$ cat src/rtl/scu_timers.sv
// SCU timer 0 / timer 1 engine.
// Timer 0 counts HBlank-in events per frame and pulses T0_IRQ when the count
// reaches T0C. Timer 1 reloads from T1S on each HBlank-in and counts CE ticks
// down to an expire pulse on T1_IRQ. In MD=1 mode, timer 1 only arms on the
// line where timer 0 matches.
module scu_timers #(
    parameter int T0_W = 10,
    parameter int T1_W = 9
) (
    input  logic            CLK,
    input  logic            RST,
    input  logic            CE,
    input  logic            HBLANK,
    input  logic            VBLANK,
    input  logic [7:0]      REG_A,
    input  logic [31:0]     REG_DI,
    input  logic            REG_WE,
    output logic            T0_IRQ,
    output logic            T1_IRQ,
    output logic [T0_W-1:0] T0_CNT
);

    // Word offsets of the timer registers (byte offset >> 2)
    localparam logic [5:0] A_T0C  = 6'h24;  // 0x90
    localparam logic [5:0] A_T1S  = 6'h25;  // 0x94
    localparam logic [5:0] A_T1MD = 6'h26;  // 0x98

    logic [T0_W-1:0] t0c;
    logic [T1_W-1:0] t1s;
    logic            md, enb;
    logic            hb_d, vb_d;
    logic [T1_W-1:0] t1_cnt;
    logic            armed;

    logic            hb_rise, vb_fall;
    logic [T0_W-1:0] t0_next;
    logic            t0_hit;
    logic            wr_t0c, wr_t1s, wr_md, enb_clr;

    // Byte-lane bits of the address and high data bits are not decoded
    logic unused_bits;
    assign unused_bits = &{1'b0, REG_A[1:0], REG_DI[31:T0_W]};

    assign wr_t0c  = REG_WE && (REG_A[7:2] == A_T0C);
    assign wr_t1s  = REG_WE && (REG_A[7:2] == A_T1S);
    assign wr_md   = REG_WE && (REG_A[7:2] == A_T1MD);
    assign enb_clr = wr_md && !REG_DI[0];

    assign hb_rise = HBLANK & ~hb_d;
    assign vb_fall = ~VBLANK & vb_d;

    // VBlank-out clears and wins over a coincident HBlank-in; the add wraps.
    // t0_hit doubles as the per-line match flag: the arm decision consumes
    // it in the same cycle, so no separate line_match register is kept.
    assign t0_next = vb_fall ? '0 : T0_CNT + 1'b1;
    assign t0_hit  = (vb_fall | hb_rise) && (t0_next == t0c);

    // Registers, edge history, timer 0 count/match and timer 1 load/countdown
    always_ff @(posedge CLK) begin
        if (RST) begin
            t0c    <= '0;
            t1s    <= '0;
            md     <= 1'b0;
            enb    <= 1'b0;
            hb_d   <= 1'b0;
            vb_d   <= 1'b0;
            T0_CNT <= '0;
            T0_IRQ <= 1'b0;
            T1_IRQ <= 1'b0;
            t1_cnt <= '0;
            armed  <= 1'b0;
        end else begin
            hb_d <= HBLANK;
            vb_d <= VBLANK;

            if (wr_t0c) t0c <= REG_DI[T0_W-1:0];
            if (wr_t1s) t1s <= REG_DI[T1_W-1:0];
            if (wr_md) begin
                md  <= REG_DI[8];
                enb <= REG_DI[0];
            end

            if (vb_fall | hb_rise) T0_CNT <= t0_next;
            T0_IRQ <= t0_hit & enb;

            T1_IRQ <= 1'b0;
            if (hb_rise) begin
                // A reload also silently discards an unexpired countdown
                t1_cnt <= t1s;
                armed  <= enb & (~md | t0_hit);
            end else if (CE && armed) begin
                if (t1_cnt <= T1_W'(1)) begin
                    T1_IRQ <= ~enb_clr;
                    armed  <= 1'b0;
                    t1_cnt <= '0;
                end else begin
                    t1_cnt <= t1_cnt - 1'b1;
                end
            end

            // Disabling drops any pending countdown immediately
            if (enb_clr) armed <= 1'b0;
        end
    end

endmodule

$ cat config.mk
export PLATFORM = sky130hd
export DESIGN_NAME = scu_timers
export DESIGN_NICKNAME = d
export VERILOG_FILES = /design/src/rtl/scu_timers.sv
export SDC_FILE = /design/constraint.sdc
export NUM_CORES = 1
export LEC_CHECK = 0
export ABC_CLOCK_PERIOD_IN_PS = 3200
export BUFFER_PORTS_ARGS = -buffer_cell sky130_fd_sc_hd__buf_2
export CORE_ASPECT_RATIO = 0.5
export CORE_UTILIZATION = 55
export CTS_BUF_LIST = sky130_fd_sc_hd__clkbuf_4 sky130_fd_sc_hd__clkbuf_8
export CTS_CLUSTER_DIAMETER = 200
export DETAILED_ROUTE_END_ITERATION = 8
export HOLD_SLACK_MARGIN = 0.06
export PLACE_DENSITY_LB_ADDON = 0.05
export SLEW_MARGIN = 20
export SYNTH_ARGS = -nofsm -noshare
export SYNTH_HDL_FRONTEND = slang
export SYNTH_SLANG_ARGS = --single-unit
$ cat constraint.sdc
create_clock -name CLK -period 3.2 [get_ports CLK]
set_input_delay 0.64 -clock CLK [delete_from_list [all_inputs] [get_ports CLK]]
set_output_delay 0.64 -clock CLK [all_outputs]
set_load 0.005 [all_outputs]
==> results.sh, run 1 <==
export IMPL_synthCells=271
export IMPL_drive_gt1_share_pct=17.3
export IMPL_timing_hold_ws_ns=0.480
export IMPL_holdPathEnd="T1_IRQ"
export IMPL_cts_repair_resized=0
export IMPL_cts_tree="done"
export IMPL_totalWireLength_um=4830
export IMPL_cts_buffers=5
export IMPL_critical_path_arrival_ns=2.69
export IMPL_crit_path_start_kind="flop"
export IMPL_start_util_pct=57.9
export IMPL_gp_congestion=0.806
export IMPL_drc=0
export IMPL_power_mw=1.15
export IMPL_area_growth_pct=14.4
export IMPL_antenna_cells=0
export IMPL_die_h_um=47.5
export IMPL_detail_route_wl_per_cell_um=13.6
export IMPL_setup_tns_ns=0
export IMPL_leakagePower_nw=0.948
export IMPL_clock_sinks=45
export IMPL_nFillCells=349
export IMPL_min_path_cells=2
export IMPL_cts_clk_slew_worst_paths_ns=0.08
export IMPL_r2r_slack_ns=0.73
export IMPL_drv_cap=0
export IMPL_dr_pass1_iters=4
export IMPL_die_area_mm2=0.00441
export IMPL_min_period_ns=2.47
export IMPL_fin_area_mm2=0.00260
export IMPL_grt_start_max_net_pins=35
export IMPL_finalCritPeriodShare_pct=77.3
export IMPL_min_from="armed"
export IMPL_vias_per_cell=5.56
export IMPL_cpPeakStageDelay_ns=0.48
export IMPL_path_cells="ha_1 -> nand3_2 -> or3_4 -> a2111oi_2 -> a31oi_1 -> o32ai_1 -> nand4_1 -> a311oi_2"
export IMPL_worst_slew_pin_transition_ns=0.607
export IMPL_powerDensity_mw_per_mm2=442
export IMPL_hold_violations=0
export IMPL_syn_area_per_cell_um2=8.39
export IMPL_cts_root_buf="clkbuf_8"
export IMPL_cts_hold_buf=0
export IMPL_synth_most_common_cell="nor2_1"
export IMPL_grt_use_total_pct=23.9
export IMPL_dieWidth_um=92.9
export IMPL_worstSetupPathType="reg2reg"
export IMPL_clkLatencyLatePin_ns=0.30
export IMPL_crit_path_start="T0_CNT[0]"
export IMPL_htreeDepth=2
export IMPL_clockBufferDepth=2
export IMPL_syn_area_mm2=0.00227
export IMPL_io_buffers=33
export IMPL_vias=1967
export IMPL_placed_area_mm2=0.00248
export IMPL_finalMaxSlewViolations=0
export IMPL_ys_warn_count=0
export IMPL_outcome="complete, no violations"
export IMPL_synth_distinct_cells=44
export IMPL_finalSetupViolCount=0
export IMPL_yosys_area_top_type="dfxtp_1"
export IMPL_ys_ff_latch=45
export IMPL_synthFlopType="dfxtp_1"
export IMPL_slew_headroom_pct=59.4
export IMPL_grt_pass1_wl_um=7820
export IMPL_rsz0062_at_grt="no"
export IMPL_holdCritPathClass="reg2reg"
export IMPL_critPathSlowestCell="dfxtp_1"
export IMPL_ir_worst_vdd_uv=258
export IMPL_utilization_pct=66.3
export IMPL_placementRows=16
export IMPL_cp_end_kind="flop"
export IMPL_cp_max_fo=8
export IMPL_ys_top_cells_by_count="52 x nor2_1, 45 x dfxtp_1, 22 x mux2i_1"
export IMPL_ant_nets=0
export IMPL_cts_setup_buffers=0
export IMPL_postSynth_asyncResetShare_pct=0
export IMPL_dr_first_iter_drc_count=73
export IMPL_synth_top_area_share_pct=39.6
export IMPL_worstPathRequired_ns=3.41
export IMPL_nNetsFinal=348
export IMPL_top_level_ports=58
export IMPL_r2r_start="T0_CNT[0]"
export IMPL_synth_edf_count=0
export IMPL_dp_hpwl_um=3400
export IMPL_grt_antenna_before_repair=0
export IMPL_gr_total_overflow=0
export IMPL_rr_worst_depth=8
export IMPL_r2r_end="armed"
export IMPL_grt_pass1_vias=1676
export IMPL_syn_num_nets=320
export IMPL_synth_area_leaders="dfxtp_1 40%, mux2i_1 9.7%, nor2_1 8.6%, xnor2_1 5.0%, nand2_1 3.3%"
export IMPL_ys_seq_area_share_pct=39.6
export IMPL_core_mm2=0.00392
export IMPL_max_freq_ghz=0.404
export IMPL_clock_skew_ns=0.00404
==> worst max path at each step <==
stage / endpoint / slack (ns) / depth (start not counted)
global route: armed / 0.52 / 8
floorplan: armed / 1.05 / 8
global placement: armed / 0.71 / 8
detailed placement: armed / 0.61 / 8
finish: armed / 0.73 / 8
CTS: armed / 0.71 / 8
==> flip-flops by register name, indices dropped and copies added (netlist names), 9 cells and up <==
register	cells
t1s	9
T0_CNT	10
t1_cnt	9
t0c	10
==> layer usage <==
layer	wire, um	vias to the layer above	track usage [%]
met5	0	-	0
met4	70	0	12.6
met3	189	7	5.56
met2	2090	31	37.5
met1	2490	920	32.0
li1	-	1009	-
==> per-stage QoR <==
step	worst slack [ns]	instances
2_1_floorplan	1.05	271
3_3_place_gp	0.707	346
3_5_place_dp	0.613	346
4_1_cts	0.705	354
5_1_grt	0.523	354
6_report	0.728	354
==> placed cells by master, fill, tap and decap left out, types with 2 or more instances in the layout <==
master     count
nor2_1        52
dfxtp_1       45
buf_2         33
mux2i_1       22
nand2_1       20
o21ai_0       14
xnor2_1       13
nor3_1         7
a21oi_1        7
xor2_1         7
nand4_1        6
clkbuf_8       6
inv_1          5
nand3_1        5
nand2b_1       4
nor2b_1        4
buf_4          4
nor3b_1        3
or3_1          3
o311ai_0       3
a31oi_1        3
o211ai_1       3
ha_1           3
a311oi_1       2
nand3b_1       2
a2111oi_0      2
nor4_1         2
==> area by class of cell <==
class                   instances  area (um^2)  area share (%)
flip-flops and latches         45          901            34.6
well taps                      54         67.6            2.60
clock inverters                 2         37.5            1.44
repair buffers                 37          195            7.51
multi-input cells             205         1300            49.9
inverters                       5         18.8           0.722
clock buffers                   6         82.6            3.18
==> kinds of logic (layout without fill, tap and decap cells) <==
logic type,Yosys count,in the layout,synth area share (%)
xor gates and xnor gates,20,20,7.71
muxes,22,22,9.69
and+or+nand+nor,116,116,24.2
AOI/OAI and AO/OA,44,44,13.6
buffers and inverters,21,50,3.52
DFF,45,45,39.6
adders and majority gates,3,3,1.65
==> report_power, final <==
group,internal (mW),switching (mW)
logic,0.0457,0.0708
clock network,0.254,0.195
registers,0.572,0.0127
==> critical path: cells and delay by family, from the launching register on <==
| kind | cells | cell delay (ns) |
|---|---|---|
| flip-flops | 1 | 0.48 |
| AND/OR/NAND/NOR | 3 | 0.75 |
| adder cells (fa/ha/maj) | 1 | 0.27 |
| AO/OA/AOI/OAI | 4 | 0.88 |
(Power assumes the default switching activity.)
==> run 2: changes to the inputs <==
--- a/config.mk
+++ b/config.mk
@@ -5,7 +5,7 @@
 export SDC_FILE = /design/constraint.sdc
 export NUM_CORES = 1
 export LEC_CHECK = 0
-export ABC_CLOCK_PERIOD_IN_PS = 3200
+export ABC_CLOCK_PERIOD_IN_PS = 2530
 export BUFFER_PORTS_ARGS = -buffer_cell sky130_fd_sc_hd__buf_2
 export CORE_ASPECT_RATIO = 0.5
 export CORE_UTILIZATION = 55
==> constraint.sdc (replaced) <==
create_clock -name CLK -period 2.53 [get_ports CLK]
set_input_delay 0.506 -clock CLK [delete_from_list [all_inputs] [get_ports CLK]]
set_output_delay 0.506 -clock CLK [all_outputs]
set_load 0.005 [all_outputs]
==> results.sh, run 2 (synthesized netlist as in run 1, its figures left out) <==
export IMPL_outcome="complete, no violations"
export IMPL_cts_root_buf="clkbuf_8"
export IMPL_dr_pass1_iters=5
export IMPL_slew_headroom_pct=69.3
export IMPL_dr_first_iter_drc_count=43
export IMPL_placed_area_mm2=0.00251
export IMPL_vias=2008
export IMPL_antenna_cells=0
export IMPL_clockBufferDepth=2
export IMPL_io_buffers=33
export IMPL_worst_slew_pin_transition_ns=0.459
export IMPL_cts_setup_buffers=0
export IMPL_max_freq_ghz=0.432
export IMPL_grt_use_total_pct=23.6
export IMPL_min_period_ns=2.31
export IMPL_fin_area_mm2=0.00263
export IMPL_finalSetupViolCount=0
export IMPL_grt_pass1_wl_um=7800
export IMPL_vias_per_cell=5.61
export IMPL_hold_violations=0
export IMPL_holdCritPathClass="in2reg"
export IMPL_critical_path_arrival_ns=2.54
export IMPL_cts_repair_resized=0
export IMPL_nNetsFinal=352
export IMPL_drc=0
export IMPL_clock_skew_ns=0.0132
export IMPL_core_mm2=0.00392
export IMPL_powerDensity_mw_per_mm2=553
export IMPL_power_mw=1.45
export IMPL_drive_gt1_share_pct=18.4
export IMPL_start_util_pct=57.9
export IMPL_detail_route_wl_per_cell_um=13.7
export IMPL_setup_tns_ns=0
export IMPL_area_growth_pct=15.5
export IMPL_worstPathRequired_ns=2.76
export IMPL_cts_clk_slew_worst_paths_ns=0.09
export IMPL_cts_buffers=5
export IMPL_leakagePower_nw=0.969
export IMPL_grt_pass1_vias=1651
export IMPL_finalMaxSlewViolations=0
export IMPL_drv_cap=0
export IMPL_cts_hold_buf=0
export IMPL_gp_congestion=0.788
export IMPL_nFillCells=353
export IMPL_rsz0062_at_grt="no"
export IMPL_die_h_um=47.5
export IMPL_worstSetupPathType="reg2reg"
export IMPL_cp_max_fo=5
export IMPL_placementRows=16
export IMPL_clock_sinks=45
export IMPL_final_cell_mix="52 x nor2_1, 45 x dfxtp_1, 33 x buf_2, 22 x mux2i_1, 20 x nand2_1"
export IMPL_die_area_mm2=0.00441
export IMPL_dieWidth_um=92.9
export IMPL_crit_path_start_kind="flop"
export IMPL_cp_end_kind="flop"
export IMPL_ant_nets=0
export IMPL_grt_start_max_net_pins=24
export IMPL_multi_input_area_mm2=0.00130
export IMPL_clkLatencyLatePin_ns=0.31
export IMPL_gr_total_overflow=0
export IMPL_final_common_cell="nor2_1"
export IMPL_cts_tree="done"
export IMPL_htreeDepth=2
export IMPL_top_level_ports=58
export IMPL_timing_hold_ws_ns=0.442
export IMPL_finalCritPeriodShare_pct=91.5
export IMPL_dp_cells=350
export IMPL_totalWireLength_um=4910
export IMPL_grt_antenna_before_repair=0
export IMPL_regArea_um2=901
export IMPL_largestRegisters="T0_CNT (10), t0c (10)"
export IMPL_fin_cells=358
export IMPL_ir_worst_vdd_uv=302
export IMPL_dp_hpwl_um=3600
[run 2: cell types whose count changed in the layout (fill, tap and decap cells not counted), sizes merged]
cell,before,now
clkinv,0,1
clkinvlp,1,0
buf,37,41
[run 2: power by group]
part	total, mW	switching (mW)	leakage [nW]	internal, mW
registers	0.737	0.0133	0.365	0.724
clock network	0.560	0.253	0.0588	0.307
logic	0.155	0.0932	0.545	0.0613
[run 2: routing by layer]
layer	vias to the layer above	part of all wire [%]	global-route usage (%)
met5	-	0	0
met4	0	0.77	7.38
met3	4	4.1	6.03
met2	39	43	35.9
met1	954	52	33.6
li1	1011	-	-
[run 2: area by class of cell]
cell class              instances  area share (%)
flip-flops and latches         45            34.3
well taps                      54            2.57
clock inverters                 2            1.48
repair buffers                 41            8.58
inverters                       5           0.715
multi-input cells             205            49.4
clock buffers                   6            2.91
[run 2: final timing paths]
path / to / slack [ns] / startpoint / cells past startpoint
setup / recovery: armed / 0.22 / T0_CNT[1] / 8
setup reg to reg: armed / 0.22 / T0_CNT[1] / 8
hold / removal: t0c[9] / 0.44 / REG_DI[9] / 3
hold reg to reg: T1_IRQ / 0.47 / armed / 2
[run 2: critical path: stages, from the launching register on]
cell	delay (ns)
dfxtp_1	0.35
ha_1	0.35
xnor2_1	0.16
nand3b_1	0.08
a2111oi_0	0.43
nor2_1	0.07
nor4_1	0.32
nand4_1	0.23
a311oi_2	0.27
[run 2: through the flow]
step | utilization, % | setup WS, ns
after floorplan | - | 0.382
after global placement | 64.0 | 0.263
final | 66.9 | 0.216
after global routing | 66.9 | 0.0221
after CTS | 66.9 | 0.198
after detailed placement | 64.0 | 0.204
==> run 3: changes to the inputs <==
--- a/config.mk
+++ b/config.mk
@@ -7,12 +7,15 @@
 export LEC_CHECK = 0
 export ABC_CLOCK_PERIOD_IN_PS = 2530
 export BUFFER_PORTS_ARGS = -buffer_cell sky130_fd_sc_hd__buf_2
+export CELL_PAD_IN_SITES_DETAIL_PLACEMENT = 0
+export CELL_PAD_IN_SITES_GLOBAL_PLACEMENT = 2
 export CORE_ASPECT_RATIO = 0.5
-export CORE_UTILIZATION = 55
+export CORE_UTILIZATION = 31
 export CTS_BUF_LIST = sky130_fd_sc_hd__clkbuf_4 sky130_fd_sc_hd__clkbuf_8
 export CTS_CLUSTER_DIAMETER = 200
 export DETAILED_ROUTE_END_ITERATION = 8
 export HOLD_SLACK_MARGIN = 0.06
+export MAX_ROUTING_LAYER = met4
 export PLACE_DENSITY_LB_ADDON = 0.05
 export SLEW_MARGIN = 20
 export SYNTH_ARGS = -nofsm -noshare
==> results.sh, run 3 (synthesized netlist as in run 1, its figures left out) <==
export IMPL_outcome="complete, no violations"
export IMPL_drive_gt1_share_pct=19.0
export IMPL_final_common_cell="nor2_1"
export IMPL_cts_root_buf="clkbuf_8"
export IMPL_worstPathRequired_ns=2.76
export IMPL_cts_tree="done"
export IMPL_finalMaxSlewViolations=0
export IMPL_largestRegisters="T0_CNT (10), t0c (10)"
export IMPL_critical_path_arrival_ns=2.58
export IMPL_swShare_pct=27.0
export IMPL_slew_headroom_pct=69.2
export IMPL_placed_area_mm2=0.00256
export IMPL_drv_cap=0
export IMPL_gr_total_overflow=0
export IMPL_cp_end_kind="flop"
export IMPL_path_buf_inv=0
export IMPL_grt_antenna_before_repair=0
export IMPL_rsz0062_at_grt="no"
export IMPL_dp_hpwl_um=4230
export IMPL_final_cell_mix="52 x nor2_1, 45 x dfxtp_1, 33 x buf_2, 22 x mux2i_1, 20 x nand2_1"
export IMPL_top_level_ports=58
export IMPL_die_h_um=62.6
export IMPL_fin_area_mm2=0.00266
export IMPL_power_switching_uw=367
export IMPL_path_cells="ha_1 -> nand3_2 -> or3_4 -> a2111oi_2 -> a31oi_1 -> o32ai_1 -> nand4_1 -> a311oi_2"
export IMPL_drc=0
export IMPL_io_buffers=33
export IMPL_ant_nets=0
export IMPL_setup_tns_ns=0
export IMPL_antenna_cells=0
export IMPL_clkLatencyLatePin_ns=0.30
export IMPL_pwr_share_comb_pct=11.8
export IMPL_cts_hold_buf=0
export IMPL_critPathSlowestCell="dfxtp_1"
export IMPL_p_int_uw=992
export IMPL_grt_pass1_wl_um=9570
export IMPL_cp_max_fo=5
export IMPL_clockBufferDepth=2
export IMPL_max_freq_ghz=0.425
export IMPL_htreeDepth=2
export IMPL_multi_input_area_mm2=0.00130
export IMPL_nFillCells=706
export IMPL_crit_path_start_kind="flop"
export IMPL_cts_clk_slew_worst_paths_ns=0.09
export IMPL_p_seq_share_pct=54.3
export IMPL_holdCritPathClass="in2reg"
export IMPL_grt_pass1_vias=1866
export IMPL_cts_buffers=5
export IMPL_powerDensity_mw_per_mm2=510
export IMPL_dr_pass1_iters=4
export IMPL_cp_top_family="compound AO/OA/AOI/OAI gates"
export IMPL_clkPwrFrac_pct=33.9
export IMPL_min_period_ns=2.35
export IMPL_regArea_um2=901
export IMPL_die_area_mm2=0.00770
export IMPL_clock_sinks=45
export IMPL_detail_route_wl_per_cell_um=14.3
export IMPL_nNetsFinal=353
export IMPL_hold_violations=0
export IMPL_ir_worst_vdd_uv=203
export IMPL_clock_skew_ns=0.00705
export IMPL_gp_congestion=0.763
export IMPL_grt_use_total_pct=16.9
export IMPL_finalCritPeriodShare_pct=92.9
export IMPL_placementRows=21
export IMPL_leakagePower_nw=0.956
export IMPL_timing_hold_ws_ns=0.439
export IMPL_worstSetupPathType="reg2reg"
export IMPL_vias_per_cell=4.96
export IMPL_finalSetupViolCount=0
export IMPL_dr_first_iter_drc_count=123
export IMPL_start_util_pct=33.0
export IMPL_worst_slew_pin_transition_ns=0.460
export IMPL_area_growth_pct=17.1
export IMPL_vias=1968
export IMPL_core_mm2=0.00688
export IMPL_cpPeakStageDelay_ns=0.42
export IMPL_dieWidth_um=123
export IMPL_totalWireLength_um=5690
export IMPL_grt_start_max_net_pins=24
-- run 3: area by class of cell --
class,count,area share [%]
Multi-Input combinational cell,205,49.0
Sequential cell,45,33.8
Timing Repair Buffer,42,8.74
Tap cell,92,4.32
Clock buffer,6,2.87
Inverter,5,0.705
Clock inverter,2,0.564
-- run 3: metrics by stage --
step / worst slack, ns / utilization, % / total power, mW / cells
after CTS: 0.119 / 38.6 / 1.38 / 397
after global routing: 0.0112 / 38.7 / 1.44 / 397
after detailed placement: 0.134 / 37.3 / 0.914 / 389
after global placement: 0.257 / 37.3 / 0.914 / 389
after floorplan: 0.382 / - / 0.852 / 271
final: 0.179 / 38.7 / 1.36 / 397
-- run 3: what timing repair did --
action | in CTS | in global routing
endpoints found under the setup margin | 0 | 1
buffers inserted | 0 | 0
gates resized for setup | 0 | 2
-- run 3: layer usage --
metal	share of wire, %	GRT usage [%]	routed length, um	vias up
met5	0	-	0	-
met4	0.98	4.07	56	0
met3	4.0	4.47	226	7
met2	39	23.3	2240	31
met1	56	24.1	3170	921
li1	-	-	-	1009
-- run 3: path summary, 6_finish.rpt --
path              endpoint       from  slack, ns  cells past startpoint
setup / recovery     armed  T0_CNT[1]       0.18                      8
setup reg to reg     armed  T0_CNT[1]       0.18                      8
hold reg to reg     T1_IRQ      armed       0.47                      2
hold / removal        vb_d     VBLANK       0.44                      2
-- run 3: worst reg2reg max path, cell delays in order, from the launching register on --
cell and delay (ns):
dfxtp_1 0.42, ha_1 0.28, nand3_2 0.10, or3_4 0.36, a2111oi_2 0.36, a31oi_1 0.07, o32ai_1 0.16, nand4_1 0.25
a311oi_2 0.28
-- run 3: power by group through the flow --
stage	clock [mW]	sequential (mW)	combinational (mW)
floorplan	0	0.752	0.100
global placement	0	0.754	0.160
detailed placement	0	0.754	0.160
CTS	0.483	0.738	0.161
global route	0.516	0.740	0.184
finish	0.460	0.738	0.160
